### src/rtl/im_pkg.sv
// -----------------------------------------------------------------------------
// im_pkg
// Shared definitions for the instruction-memory fetch responder:
//   im_state_e  - access FSM states (IDLE, ACCESS)
//   IM_BUBBLE   - instruction word returned when nothing valid is presented
//   MISS_CNT_W  - width of the saturating miss counter
// -----------------------------------------------------------------------------
package im_pkg;

    typedef enum logic {
        IDLE   = 1'b0,
        ACCESS = 1'b1
    } im_state_e;

    localparam logic [31:0] IM_BUBBLE  = 32'h0000_0000;
    localparam int unsigned MISS_CNT_W = 16;

endpackage

### src/rtl/im_fetch_buf.sv
// -----------------------------------------------------------------------------
// im_fetch_buf
// One-entry fetch buffer: valid/tag/data registers with fill and invalidate,
// plus a combinational hit compare against the requested word address.
// Ports:
//   clk, rst        - clock, asynchronous active-high reset
//   i_fill          - load i_fill_tag/i_fill_data and mark valid
//   i_fill_tag      - word address of the filled entry
//   i_fill_data     - instruction word to store
//   i_inval         - drop the entry; takes priority over a same-edge fill
//   i_lookup_tag    - word address to compare against the stored tag
//   o_hit           - entry valid and tag matches
//   o_data          - stored instruction word
// -----------------------------------------------------------------------------
module im_fetch_buf #(
    parameter int unsigned ADDR_W = 14
) (
    input  logic              clk,
    input  logic              rst,
    input  logic              i_fill,
    input  logic [ADDR_W-1:0] i_fill_tag,
    input  logic [31:0]       i_fill_data,
    input  logic              i_inval,
    input  logic [ADDR_W-1:0] i_lookup_tag,
    output logic              o_hit,
    output logic [31:0]       o_data
);

    logic              r_valid;
    logic [ADDR_W-1:0] r_tag;
    logic [31:0]       r_data;

    always_ff @(posedge clk or posedge rst) begin
        if (rst) begin
            r_valid <= 1'b0;
            r_tag   <= '0;
            r_data  <= '0;
        end else begin
            // Invalidate wins over a coincident fill: the word just read may
            // predate the memory rewrite that triggered the invalidate.
            if (i_inval)
                r_valid <= 1'b0;
            else if (i_fill)
                r_valid <= 1'b1;

            if (i_fill) begin
                r_tag  <= i_fill_tag;
                r_data <= i_fill_data;
            end
        end
    end

    assign o_hit  = r_valid && (r_tag == i_lookup_tag);
    assign o_data = r_data;

endmodule

### src/rtl/im_fetch_responder.sv
// -----------------------------------------------------------------------------
// im_fetch_responder
// Serves the fetch stage's PC request from a one-entry buffer (zero-cycle hit)
// and refills it from a synchronous-read SRAM on a miss, stalling the pipeline
// until the word is buffered.
// Ports:
//   clk, rst     - clock, asynchronous active-high reset
//   pc_in        - fetch address; only pc_in[ADDR_W+1:2] selects the word
//   fetch_req    - IF requests an instruction this cycle
//   inval        - single-cycle pulse dropping the buffered entry
//   instr_out    - instruction to IF (zero when not valid or on error)
//   instr_valid  - instr_out corresponds to pc_in this cycle
//   im_stall     - freeze PC and IF/ID
//   fetch_err    - misaligned pc_in with fetch_req
//   sram_cs      - SRAM chip select (read only)
//   sram_addr    - SRAM word address
//   sram_rdata   - SRAM read data
//   miss_cnt     - saturating count of misses since reset
// -----------------------------------------------------------------------------
module im_fetch_responder
    import im_pkg::*;
#(
    parameter int unsigned ADDR_W      = 14,
    parameter int unsigned WAIT_CYCLES = 1
) (
    input  logic                  clk,
    input  logic                  rst,
    input  logic [31:0]           pc_in,
    input  logic                  fetch_req,
    input  logic                  inval,
    output logic [31:0]           instr_out,
    output logic                  instr_valid,
    output logic                  im_stall,
    output logic                  fetch_err,
    output logic                  sram_cs,
    output logic [ADDR_W-1:0]     sram_addr,
    input  logic [31:0]           sram_rdata,
    output logic [MISS_CNT_W-1:0] miss_cnt
);

    localparam logic [3:0] CNT_INIT = 4'(WAIT_CYCLES);

    im_state_e             r_state;
    logic [3:0]            r_cnt;
    logic [ADDR_W-1:0]     r_addr_q;
    logic [MISS_CNT_W-1:0] r_miss_cnt;

    logic [ADDR_W-1:0]     w_word_addr;
    logic                  w_misaligned;
    logic                  w_idle;
    logic                  w_hit;
    logic [31:0]           w_buf_data;
    logic                  w_miss;
    logic                  w_fill;
    logic                  w_unused_pc_hi;

    assign w_word_addr    = pc_in[ADDR_W+1:2];
    assign w_misaligned   = (pc_in[1:0] != 2'b00);
    assign w_unused_pc_hi = ^pc_in[31:ADDR_W+2];
    assign w_idle         = (r_state == IDLE);
    assign w_miss         = w_idle && fetch_req && !w_misaligned && !w_hit;
    assign w_fill         = (r_state == ACCESS) && (r_cnt == 4'd0);

    im_fetch_buf #(
        .ADDR_W (ADDR_W)
    ) u_buf (
        .clk          (clk),
        .rst          (rst),
        .i_fill       (w_fill),
        .i_fill_tag   (r_addr_q),
        .i_fill_data  (sram_rdata),
        .i_inval      (inval),
        .i_lookup_tag (w_word_addr),
        .o_hit        (w_hit),
        .o_data       (w_buf_data)
    );

    always_ff @(posedge clk or posedge rst) begin
        if (rst) begin
            r_state    <= IDLE;
            r_cnt      <= '0;
            r_addr_q   <= '0;
            r_miss_cnt <= '0;
        end else begin
            case (r_state)
                IDLE: begin
                    if (w_miss) begin
                        r_addr_q <= w_word_addr;
                        r_cnt    <= CNT_INIT;
                        r_state  <= ACCESS;
                        if (r_miss_cnt != '1)
                            r_miss_cnt <= r_miss_cnt + 1'b1;
                    end
                end
                ACCESS: begin
                    // The access runs to completion regardless of pc_in or
                    // fetch_req; IDLE re-evaluates the PC afterwards.
                    if (r_cnt != 4'd0)
                        r_cnt <= r_cnt - 4'd1;
                    else
                        r_state <= IDLE;
                end
                default: r_state <= IDLE;
            endcase
        end
    end

    // Outputs are forced low while rst is held, since the IDLE decode alone
    // would otherwise raise im_stall/fetch_err from the live request inputs.
    always_comb begin
        instr_out   = IM_BUBBLE;
        instr_valid = 1'b0;
        im_stall    = 1'b0;
        fetch_err   = 1'b0;
        sram_cs     = 1'b0;
        sram_addr   = '0;
        if (!rst) begin
            if (r_state == ACCESS) begin
                sram_cs   = 1'b1;
                sram_addr = r_addr_q;
                im_stall  = 1'b1;
            end else if (fetch_req) begin
                if (w_misaligned) begin
                    fetch_err   = 1'b1;
                    instr_valid = 1'b1;
                end else if (w_hit) begin
                    instr_out   = w_buf_data;
                    instr_valid = 1'b1;
                end else begin
                    im_stall    = 1'b1;
                end
            end
        end
    end

    assign miss_cnt = r_miss_cnt;

endmodule

### config.mk
export PLATFORM = sky130hd
export DESIGN_NAME = im_fetch_responder
export DESIGN_NICKNAME = d
export VERILOG_FILES = /design/src/rtl/im_pkg.sv /design/src/rtl/im_fetch_buf.sv /design/src/rtl/im_fetch_responder.sv
export SDC_FILE = /design/constraint.sdc
export NUM_CORES = 1
export LEC_CHECK = 0
export ABC_AREA = 1
export BUFFER_PORTS_ARGS = -buffer_cell sky130_fd_sc_hd__buf_2
export CORE_ASPECT_RATIO = 0.8
export CORE_MARGIN = 5
export CORE_UTILIZATION = 35
export DETAILED_ROUTE_END_ITERATION = 8
export GPL_ROUTABILITY_DRIVEN = 0
export PLACE_DENSITY_LB_ADDON = 0.25
export RECOVER_POWER = 100
export SETUP_SLACK_MARGIN = 0.15
export SLEW_MARGIN = 10
export SYNTH_ARGS = -nofsm -noshare
export SYNTH_HDL_FRONTEND = slang
export SYNTH_SLANG_ARGS = --single-unit
### constraint.sdc
create_clock -name clk -period 4.2 [get_ports clk]
set_input_delay 0.84 -clock clk [delete_from_list [all_inputs] [get_ports clk]]
set_output_delay 0.84 -clock clk [all_outputs]
set_load 0.01 [all_outputs]
==> results of run 1 <==
==> critical path, delay by kind of cell, from the launching register on <==
| kind | cells | cell delay (ns) |
|---|---|---|
| multiplexers | 1 | 0.42 |
| adder cells (fa/ha/maj) | 1 | 0.24 |
| AND/OR/NAND/NOR | 1 | 1.18 |
| flip-flops | 1 | 0.38 |
| buffers and inverters | 2 | 0.98 |
==> worst paths after layout <==
path                                           from                      endpoint  slack [ns]  cells past startpoint
hold / removal             r_addr_q[10]$_DFFE_PP0P_      r_addr_q[10]$_DFFE_PP0P_        0.48                      2
min in group asynchronous                       rst   u_buf.o_data[8]$_DFFE_PP0P_        0.49                      2
setup reg to reg               r_cnt[0]$_DFFE_PP0P_  u_buf.o_data[11]$_DFFE_PP0P_        0.88                      5
hold reg to reg            r_addr_q[10]$_DFFE_PP0P_      r_addr_q[10]$_DFFE_PP0P_        0.48                      2
setup / recovery               r_cnt[0]$_DFFE_PP0P_  u_buf.o_data[11]$_DFFE_PP0P_        0.88                      5
max in group asynchronous                       rst  u_buf.o_data[24]$_DFFE_PP0P_        1.54                      3
==> power breakdown <==
group	internal [mW]	switching, mW	total (mW)
combinational	0.375	0.440	0.815
sequential	1.10	0.179	1.28
clock	0.520	0.301	0.821
==> registers in the layout, summed over array words and instances (netlist names) <==
register / count
u_buf.o_data: 32
miss_cnt: 16
r_addr_q: 14
u_buf.r_tag: 14
r_cnt: 4
r_state: 1
u_buf.r_valid: 1
==> final cells by class <==
cell class | instances | area (um^2) | share of cell area (%)
Sequential cell | 82 | 2050 | 39.8
Clock buffer | 11 | 233 | 4.51
Tap cell | 152 | 190 | 3.69
Multi-Input combinational cell | 345 | 1840 | 35.6
Clock inverter | 5 | 78.8 | 1.53
Inverter | 63 | 238 | 4.61
Timing Repair Buffer | 122 | 528 | 10.2
==> through the flow <==
stage	area, um^2	util (%)	hold slack (ns)
after floorplan	4260	-	0.442
after global placement	4960	41.3	0.456
after detailed placement	4960	41.3	0.474
after CTS	5280	43.9	0.437
after global routing	5160	42.9	0.495
final	5160	42.9	0.484
==> synthesized netlist by cell type <==
master	n	share of area [%]
nand2_1	142	13
dfrtp_1	82	48
inv_1	63	5.6
nor2_1	49	4.3
o21ai_0	28	3.3
nor3b_1	26	4.6
mux2_2	25	6.6
nand4_1	20	2.9
nand3_1	13	1.5
a21oi_1	11	1.3
buf_2	11	1.3
nor3_1	8	0.94
clkbuf_1	7	0.62
xnor2_1	7	1.4
buf_4	4	0.71
xor2_1	3	0.62
ha_1	2	0.59
nand2_2	2	0.29
buf_6	1	0.26
nand3_2	1	0.24
nand3_4	1	0.41
nand4_4	1	0.50
nor2_2	1	0.15
nor2_4	1	0.26
nor3_2	1	0.24
nor4_2	1	0.29
o21ai_1	1	0.12
or2_2	1	0.15
==> per-layer routing <==
| metal | part of all wire (%) | wire length, um |
|---|---|---|
| met1 | 46 | 4890 |
| met2 | 47 | 4990 |
| met3 | 6.4 | 675 |
| met4 | 0.56 | 59 |
| met5 | 0 | 0 |
==> cell families (layout without fill, tap and decap cells) <==
| kind of cell | after synthesis | in the layout | synth area share (%) |
|---|---|---|---|
| AO/OA/AOI/OAI | 40 | 40 | 4.70 |
| XOR/XNOR | 10 | 10 | 2.06 |
| adder cells (fa/ha/maj) | 2 | 2 | 0.588 |
| buffers and inverters | 86 | 201 | 8.44 |
| flip-flops | 82 | 82 | 48.2 |
| multiplexers | 25 | 25 | 6.62 |
| AND/OR/NAND/NOR | 268 | 268 | 29.4 |
==> key figures, run 1 <==
Clock tree
  – Worst skew pair latency: 0.33 ns
  – Maximum buffer depth of the clock tree: 2
  – Clock slew at reported path FFs: 0.06 ns
  – Sink Count: 82
  – CTS Buf Count: 9
  – TritonCTS clock tree: done
  – CTS root buffer: clkbuf_16
  – Post-CTS Resized: 0
  – H-Tree Depth: 3
  – Postcts setup bufs: 0
  – # hold bufs at CTS: 0

GRT
  – Initial antenna violation count: 0
  – Largest net degree at the start of global routing: 77
  – GRT Overall Usage: 15.2%
  – Vias in the first global route: 3717
  – Routing usage on met2: 24.5%
  – Final global-route overflow total: 0
  – Grt met1 use: 20.3%
  – Grt peak-use layer: met2
  – First-pass GRT wire length: 17900 um
  – GRT met3 Usage: 4.84%

STA
  – FMAX: 301 MHz
  – Clock Skew: 0.00996 ns
  – Final setup fails: 0
  – Final min period: 3.32 ns
  – Setup WS post-layout: 0.877 ns
  – Setup TNS: 0 ns
  – Slew at the pin closest to its max-slew limit: 1.94 ns
  – Worst slew margin: -29.3%
  – Final hold vios: 0
  – RSZ-0062 raised after global routing: no
  – Fin crit share: 79.1%
  – Slew Limit Fails: 123

Synthesis
  – Cells after synthesis: 513
  – Seq cells post-synth: 82
  – Mapped Area: 4260 um^2
  – Synth unique cells: 28
  – Syn nets: 583
  – Mapped Avg Cell Area: 8.29 um^2
  – Sequential-to-total area share from yosys stat: 48.2%
  – Synth warn: 0

Setup path
  – Critical path peak fanout: 45
  – Element type at the critical path end: flop
  – Crit-path slowest cell: nand3_1
  – CP Cell Sequence: inv_1 > ha_1 > nand3_1 > clkbuf_1 > mux2_2
  – Setup CP Type: reg2reg
  – Slowest Stage Delay on Critical Path: 1.18 ns
  – CP arrival: 3.52 ns
  – Crit path required time: 4.40 ns
  – Crit path launch type: flop

Die
  – Chip height: 109 um
  – Initial core utilization: 35.4%
  – Row count: 36
  – Core area: 12000 um^2
  – Ports: 134
  – Die Area: 14500 um^2
  – Die Wd: 133 um

Flow run
  – Max_cap viols: 2

Placement
  – PortBufs: 117
  – Pre-CTS WS: 0.914 ns
  – Dpl cells: 764
  – DP Wirelength: 7500 um

Route
  – Total Routed Length: 10600 um
  – Number of iterations in the first detailed-routing pass: 6
  – Starting DRT DRC Count: 193
  – DR vias/cell: 4.73
  – Per-cell routed wire length: 13.6 um
  – DRT antenna net count: 0
  – Routed via count: 3690
  – DR DRC count: 0

Layout
  – Fill count: 1248
  – Most common cell after layout, fill and taps aside: nand2_1
  – Post-Layout Cell Count: 780
  – Layout area overhead: 21.2%
  – Most frequent cells in the layout: 143 x nand2_1, 82 x dfrtp_1, 72 x clkbuf_1, 62 x inv_1
  – Final nets: 693
  – Share of layout cells above drive strength 1: 15.9%
  – Ant. Diodes: 0

Power
  – PwrDens: 565 nW/um^2
  – Peak supply drop: 0.261 mV
  – Pwr Total: 2.91 mW
  – Leak Pwr: 2.46 nW

Outcome
  – Status: complete, but fails checks
  – Failing checks: max-capacitance violations, max-slew violations

Worst hold path
  – Worst min path class: reg2reg
Power figures use the tool's default switching activity.
==> inputs of run 2 (changes only) <==
clock period = 3.2 ns   (was 4.2 ns; I/O delays follow)
==> run 2 against run 1 <==
Clock-buffer cell count grew 1. Combinational power grew 30%. Fmax grew 19%. Global-route usage grew 0.19 points. Critical endpoint is now u_buf.o_data[24]$_DFFE_PP0P_. Critical path depth is the same. First-iteration DRC count shrank 7.8%. Sequential share of layout area shrank 0.18 points. Cell count grew 0.38%. Via count grew 0.33%. Total power grew 31%. The flow now finishes without violations.
==> key figures, run 2 (synthesized netlist as in run 1, its figures left out) <==
Worst hold path
  – Hold Crit Endpoint: u_buf.r_valid$_DFFE_PP0P_
  – Hold path cells: 2
  – HP Start: inval
  – Worst min path class: in2reg

Layout
  – Post-Layout Cell Count: 783
  – Most common cell after layout, fill and taps aside: nand2_1
  – Ant. Diodes: 0
  – Layout area overhead: 21.8%
  – Max FFs per register: 32
  – Final nets: 696
  – Most frequent cells in the layout: 143 x nand2_1, 82 x dfrtp_1, 68 x clkbuf_1, 62 x inv_1, 52 x buf_2
  – Share of layout cells above drive strength 1: 16.6%

GRT
  – Final global-route overflow total: 0
  – Initial antenna violation count: 0
  – Largest net degree at the start of global routing: 54
  – First-pass GRT wire length: 18100 um
  – GRT Overall Usage: 15.4%
  – Vias in the first global route: 3786

STA
  – Setup TNS: 0 ns
  – FMAX: 359 MHz
  – Slew at the pin closest to its max-slew limit: 1.35 ns
  – Final setup fails: 0
  – Clock Skew: 0.00520 ns
  – Worst slew margin: 10.3%
  – Slew Limit Fails: 0
  – RSZ-0062 raised after global routing: no
  – Final hold vios: 0
  – Final min period: 2.78 ns
  – Fin crit share: 87.0%

Clock tree
  – H-Tree Depth: 3
  – CTS root buffer: clkbuf_16
  – Worst skew pair latency: 0.33 ns
  – Sink Count: 82
  – Maximum buffer depth of the clock tree: 2
  – Clock slew at reported path FFs: 0.06 ns
  – CTS Buf Count: 9
  – Post-CTS Resized: 0
  – Postcts setup bufs: 0
  – # hold bufs at CTS: 0
  – TritonCTS clock tree: done

Die
  – Core area: 12000 um^2
  – Die Wd: 133 um
  – Chip height: 109 um
  – Initial core utilization: 35.4%
  – Ports: 134
  – Die Area: 14500 um^2
  – Row count: 36

Flow run
  – Max_cap viols: 0

Route
  – Routed via count: 3702
  – DRT antenna net count: 0
  – Per-cell routed wire length: 13.9 um
  – DR vias/cell: 4.73
  – Number of iterations in the first detailed-routing pass: 4
  – Starting DRT DRC Count: 178
  – Total Routed Length: 10900 um
  – DR DRC count: 0

Power
  – Leak Pwr: 2.46 nW
  – PwrDens: 734 nW/um^2
  – Peak supply drop: 0.314 mV

Setup path
  – Worst R2R End: u_buf.o_data[24]$_DFFE_PP0P_
  – Element type at the critical path end: flop
  – Reg2Reg Depth: 5
  – Setup CP Type: reg2reg
  – CP arrival: 3.00 ns
  – Crit path required time: 3.42 ns
  – Register-to-register setup slack: 0.42 ns
  – Crit path launch type: flop
  – Worst reg2reg startpoint: r_cnt[0]$_DFFE_PP0P_
  – Critical path peak fanout: 37

Placement
  – PortBufs: 117
  – Dpl cells: 767
  – DP Wirelength: 7770 um

Outcome
  – Status: completed
-- run 2: cell count changes in the layout (fill, tap and decap cells not counted), sizes merged --
cell / delta
buf: +6
clkbuf: -2
clkinv: -2
clkinvlp: +2
bufinv: -1
-- run 2: how the worst max path moves through the flow --
stage                                     from                      endpoint  cells past startpoint  slack (ns)
floorplan                                  rst                 instr_out[10]                      4        0.16
global placement                      pc_in[4]                 instr_out[24]                     11        0.48
detailed placement                    pc_in[4]                 instr_out[26]                     11        0.48
CTS                 u_buf.r_tag[2]$_DFFE_PP0P_                 instr_out[26]                     10        0.47
global route              r_cnt[0]$_DFFE_PP0P_  u_buf.o_data[10]$_DFFE_PP0P_                      5        0.18
finish                    r_cnt[0]$_DFFE_PP0P_  u_buf.o_data[24]$_DFFE_PP0P_                      5        0.42
-- run 2: final cells by class --
class | instances | area, um^2
Sequential cell | 82 | 2050
Fill cell | 1231 | 6850
Inverter | 63 | 238
Timing Repair Buffer | 125 | 567
Tap cell | 152 | 190
Clock inverter | 4 | 50.0
Clock buffer | 12 | 256
Multi-Input combinational cell | 345 | 1830
-- run 2: through the flow --
step           area (um^2)  utilization (%)  worst slack (ns)  hold slack, ns  total power [mW]
2_1_floorplan         4290                -             0.163           0.442              2.48
3_3_place_gp          5020             41.8             0.479           0.456              2.74
3_5_place_dp          5020             41.8             0.482           0.460              2.82
4_1_cts               5330             44.3             0.469           0.451              3.90
5_1_grt               5180             43.1             0.180           0.470              4.10
6_report              5180             43.1             0.417           0.466              3.80
-- run 2: power breakdown --
group | internal [mW] | leakage [nW] | total, mW | switching (mW)
combinational | 0.484 | 1.30 | 1.06 | 0.579
sequential | 1.44 | 1.02 | 1.68 | 0.242
clock | 0.646 | 0.145 | 1.06 | 0.410
-- run 2: worst max-delay path, stage by stage (launching register included) --
cell and delay, ns:
dfrtp_1 0.40, inv_1 0.06, ha_1 0.24, nand3_1 0.79
buf_2 0.75, mux2_2 0.41
-- run 2: metal layers --
metal / vias up / part of all wire [%] / GRT usage (%)
met1: 1735 / 46 / 19.5
met4: 0 / 1.2 / 4.63
met5: - / 0 / 0
met3: 10 / 7.3 / 5.40
met2: 95 / 46 / 25.0
li1: 1862 / - / -
==> inputs of run 3 (changes only) <==
CORE_ASPECT_RATIO = 1.5   (was 0.8)
==> run 3 against run 2 <==
Global-route usage up 0.85 points. Combinational power about the same. Clock-buffer cell count fell by 2. Final area rose by 0.19%. Highest routed layer unchanged. Sequential cell count unchanged. Cell count rose by 0.13%. Clock power is essentially flat. Routed wire length grew 3.1%. First-iteration DRC count down 26%.
==> key figures, run 3 (synthesized netlist as in run 1, its figures left out) <==
Setup path
  – Critical path peak fanout: 14
  – Crit-path slowest cell: clkbuf_1
  – Element type at the critical path end: primary output
  – Crit path launch type: primary input
  – CP arrival: 2.18 ns
  – CP Cell Sequence: buf_2 > inv_1 > nand2_1 > nand2_1 > nor2_1 > nand2_1 > nor2_1 > nand2_1 > clkbuf_1 > nand4_1 > nand2_1 > buf_2
  – Slowest Stage Delay on Critical Path: 0.54 ns
  – Setup CP Type: in2out
  – Register-to-register setup slack: 0.73 ns
  – Crit path required time: 2.56 ns
  – Most frequent cell on the critical path: nand2_1

GRT
  – Vias in the first global route: 3838
  – GRT Overall Usage: 16.2%
  – Largest net degree at the start of global routing: 55
  – Final global-route overflow total: 0
  – First-pass GRT wire length: 19000 um
  – Initial antenna violation count: 1

Outcome
  – Status: completed

Placement
  – Post-Place Cell Area: 5010 um^2
  – PortBufs: 117
  – Dpl cells: 768
  – DP Wirelength: 8170 um

STA
  – Final setup fails: 0
  – Setup TNS: 0 ns
  – Slew Limit Fails: 0
  – FMAX: 354 MHz
  – Worst slew margin: 7.82%
  – Fin crit share: 88.2%
  – Final hold vios: 0
  – Slew at the pin closest to its max-slew limit: 1.38 ns
  – Clock Skew: 0.00658 ns
  – Final min period: 2.82 ns
  – RSZ-0062 raised after global routing: no

Worst hold path
  – Worst min path class: in2reg

Route
  – DR vias/cell: 4.70
  – DR DRC count: 0
  – Starting DRT DRC Count: 132
  – DRT antenna net count: 0
  – Total Routed Length: 11200 um
  – Number of iterations in the first detailed-routing pass: 4
  – Routed via count: 3682
  – Per-cell routed wire length: 14.3 um

Clock tree
  – Worst skew pair latency: 0.33 ns
  – Post-CTS Resized: 0
  – # hold bufs at CTS: 0
  – H-Tree Depth: 3
  – CTS root buffer: clkbuf_16
  – Postcts setup bufs: 0
  – TritonCTS clock tree: done
  – CTS Buf Count: 9
  – Maximum buffer depth of the clock tree: 2
  – Clock slew at reported path FFs: 0.06 ns
  – Sink Count: 82

Layout
  – Fill count: 1263
  – Max FFs per register: 32
  – Final nets: 696
  – Final Core Density: 43.4%
  – Final instance area: 5190 um^2
  – Most frequent cells in the layout: 144 x nand2_1, 82 x dfrtp_1, 68 x clkbuf_1, 62 x inv_1, 54 x buf_2
  – Share of layout cells above drive strength 1: 16.7%
  – Layout area overhead: 22.0%
  – Most common cell after layout, fill and taps aside: nand2_1
  – Post-Layout Cell Count: 784

Die
  – Row count: 49
  – Core area: 12000 um^2
  – Die Wd: 100 um
  – Chip height: 145 um
  – Die Area: 14500 um^2
  – Initial core utilization: 35.6%
  – Ports: 134

Power
  – Pwr Total: 3.85 mW
  – Peak supply drop: 0.275 mV
  – Leak Pwr: 2.48 nW
  – PwrDens: 741 nW/um^2

Flow run
  – Max_cap viols: 0
-- run 3: cell types whose count changed in the layout (fill, tap and decap cells not counted), moves of 2 or more --
cell        previous run  this run
clkinvlp_4             2         0
buf_2                 52        54
clkbuf_8               2         0
buf_4                  4         2
-- run 3: power breakdown --
group	switching, mW	internal (mW)	total (mW)
clock network	0.414	0.680	1.09
registers	0.230	1.44	1.67
logic	0.584	0.495	1.08
-- run 3: worst paths after layout --
| path | start | end | depth (start not counted) |
|---|---|---|---|
| min | inval | u_buf.r_valid$_DFFE_PP0P_ | 2 |
| max reg2reg | miss_cnt[0]$_DFFE_PP0P_ | miss_cnt[0]$_DFFE_PP0P_ | 7 |
| max | pc_in[4] | im_stall | 12 |
| min reg2reg | r_addr_q[10]$_DFFE_PP0P_ | r_addr_q[10]$_DFFE_PP0P_ | 2 |
| max in group asynchronous | rst | r_addr_q[3]$_DFFE_PP0P_ | 4 |
| min in group asynchronous | rst | r_addr_q[1]$_DFFE_PP0P_ | 3 |
-- run 3: area by class of cell --
| cell class | count | area, um^2 | share of cell area (%) |
|---|---|---|---|
| Tap cell | 153 | 191 | 3.69 |
| Antenna cell | 1 | 2.50 | 0.0482 |
| Multi-Input combinational cell | 345 | 1840 | 35.4 |
| Inverter | 63 | 238 | 4.58 |
| Sequential cell | 82 | 2050 | 39.5 |
| Clock buffer | 10 | 229 | 4.41 |
| Timing Repair Buffer | 125 | 562 | 10.8 |
| Clock inverter | 5 | 78.8 | 1.52 |
-- run 3: stage by stage --
stage / hold slack [ns] / setup WS [ns]
after floorplan: 0.442 / 0.163
after global placement: 0.453 / 0.594
after detailed placement: 0.468 / 0.570
after CTS: 0.452 / 0.557
after global routing: 0.456 / 0.193
final: 0.458 / 0.379
-- run 3: critical path: cells and delay by family --
kind	cells	cell delay (ns)
buffers and inverters	4	0.84
AND/OR/NAND/NOR	8	0.69
-- run 3: per-layer routing --
layer	track usage [%]	share of wire [%]	vias up
li1	-	-	1857
met1	18.7	40	1698
met2	28.6	52	102
met3	2.26	4.5	25
met4	8.50	4.0	0
met5	0	0	-
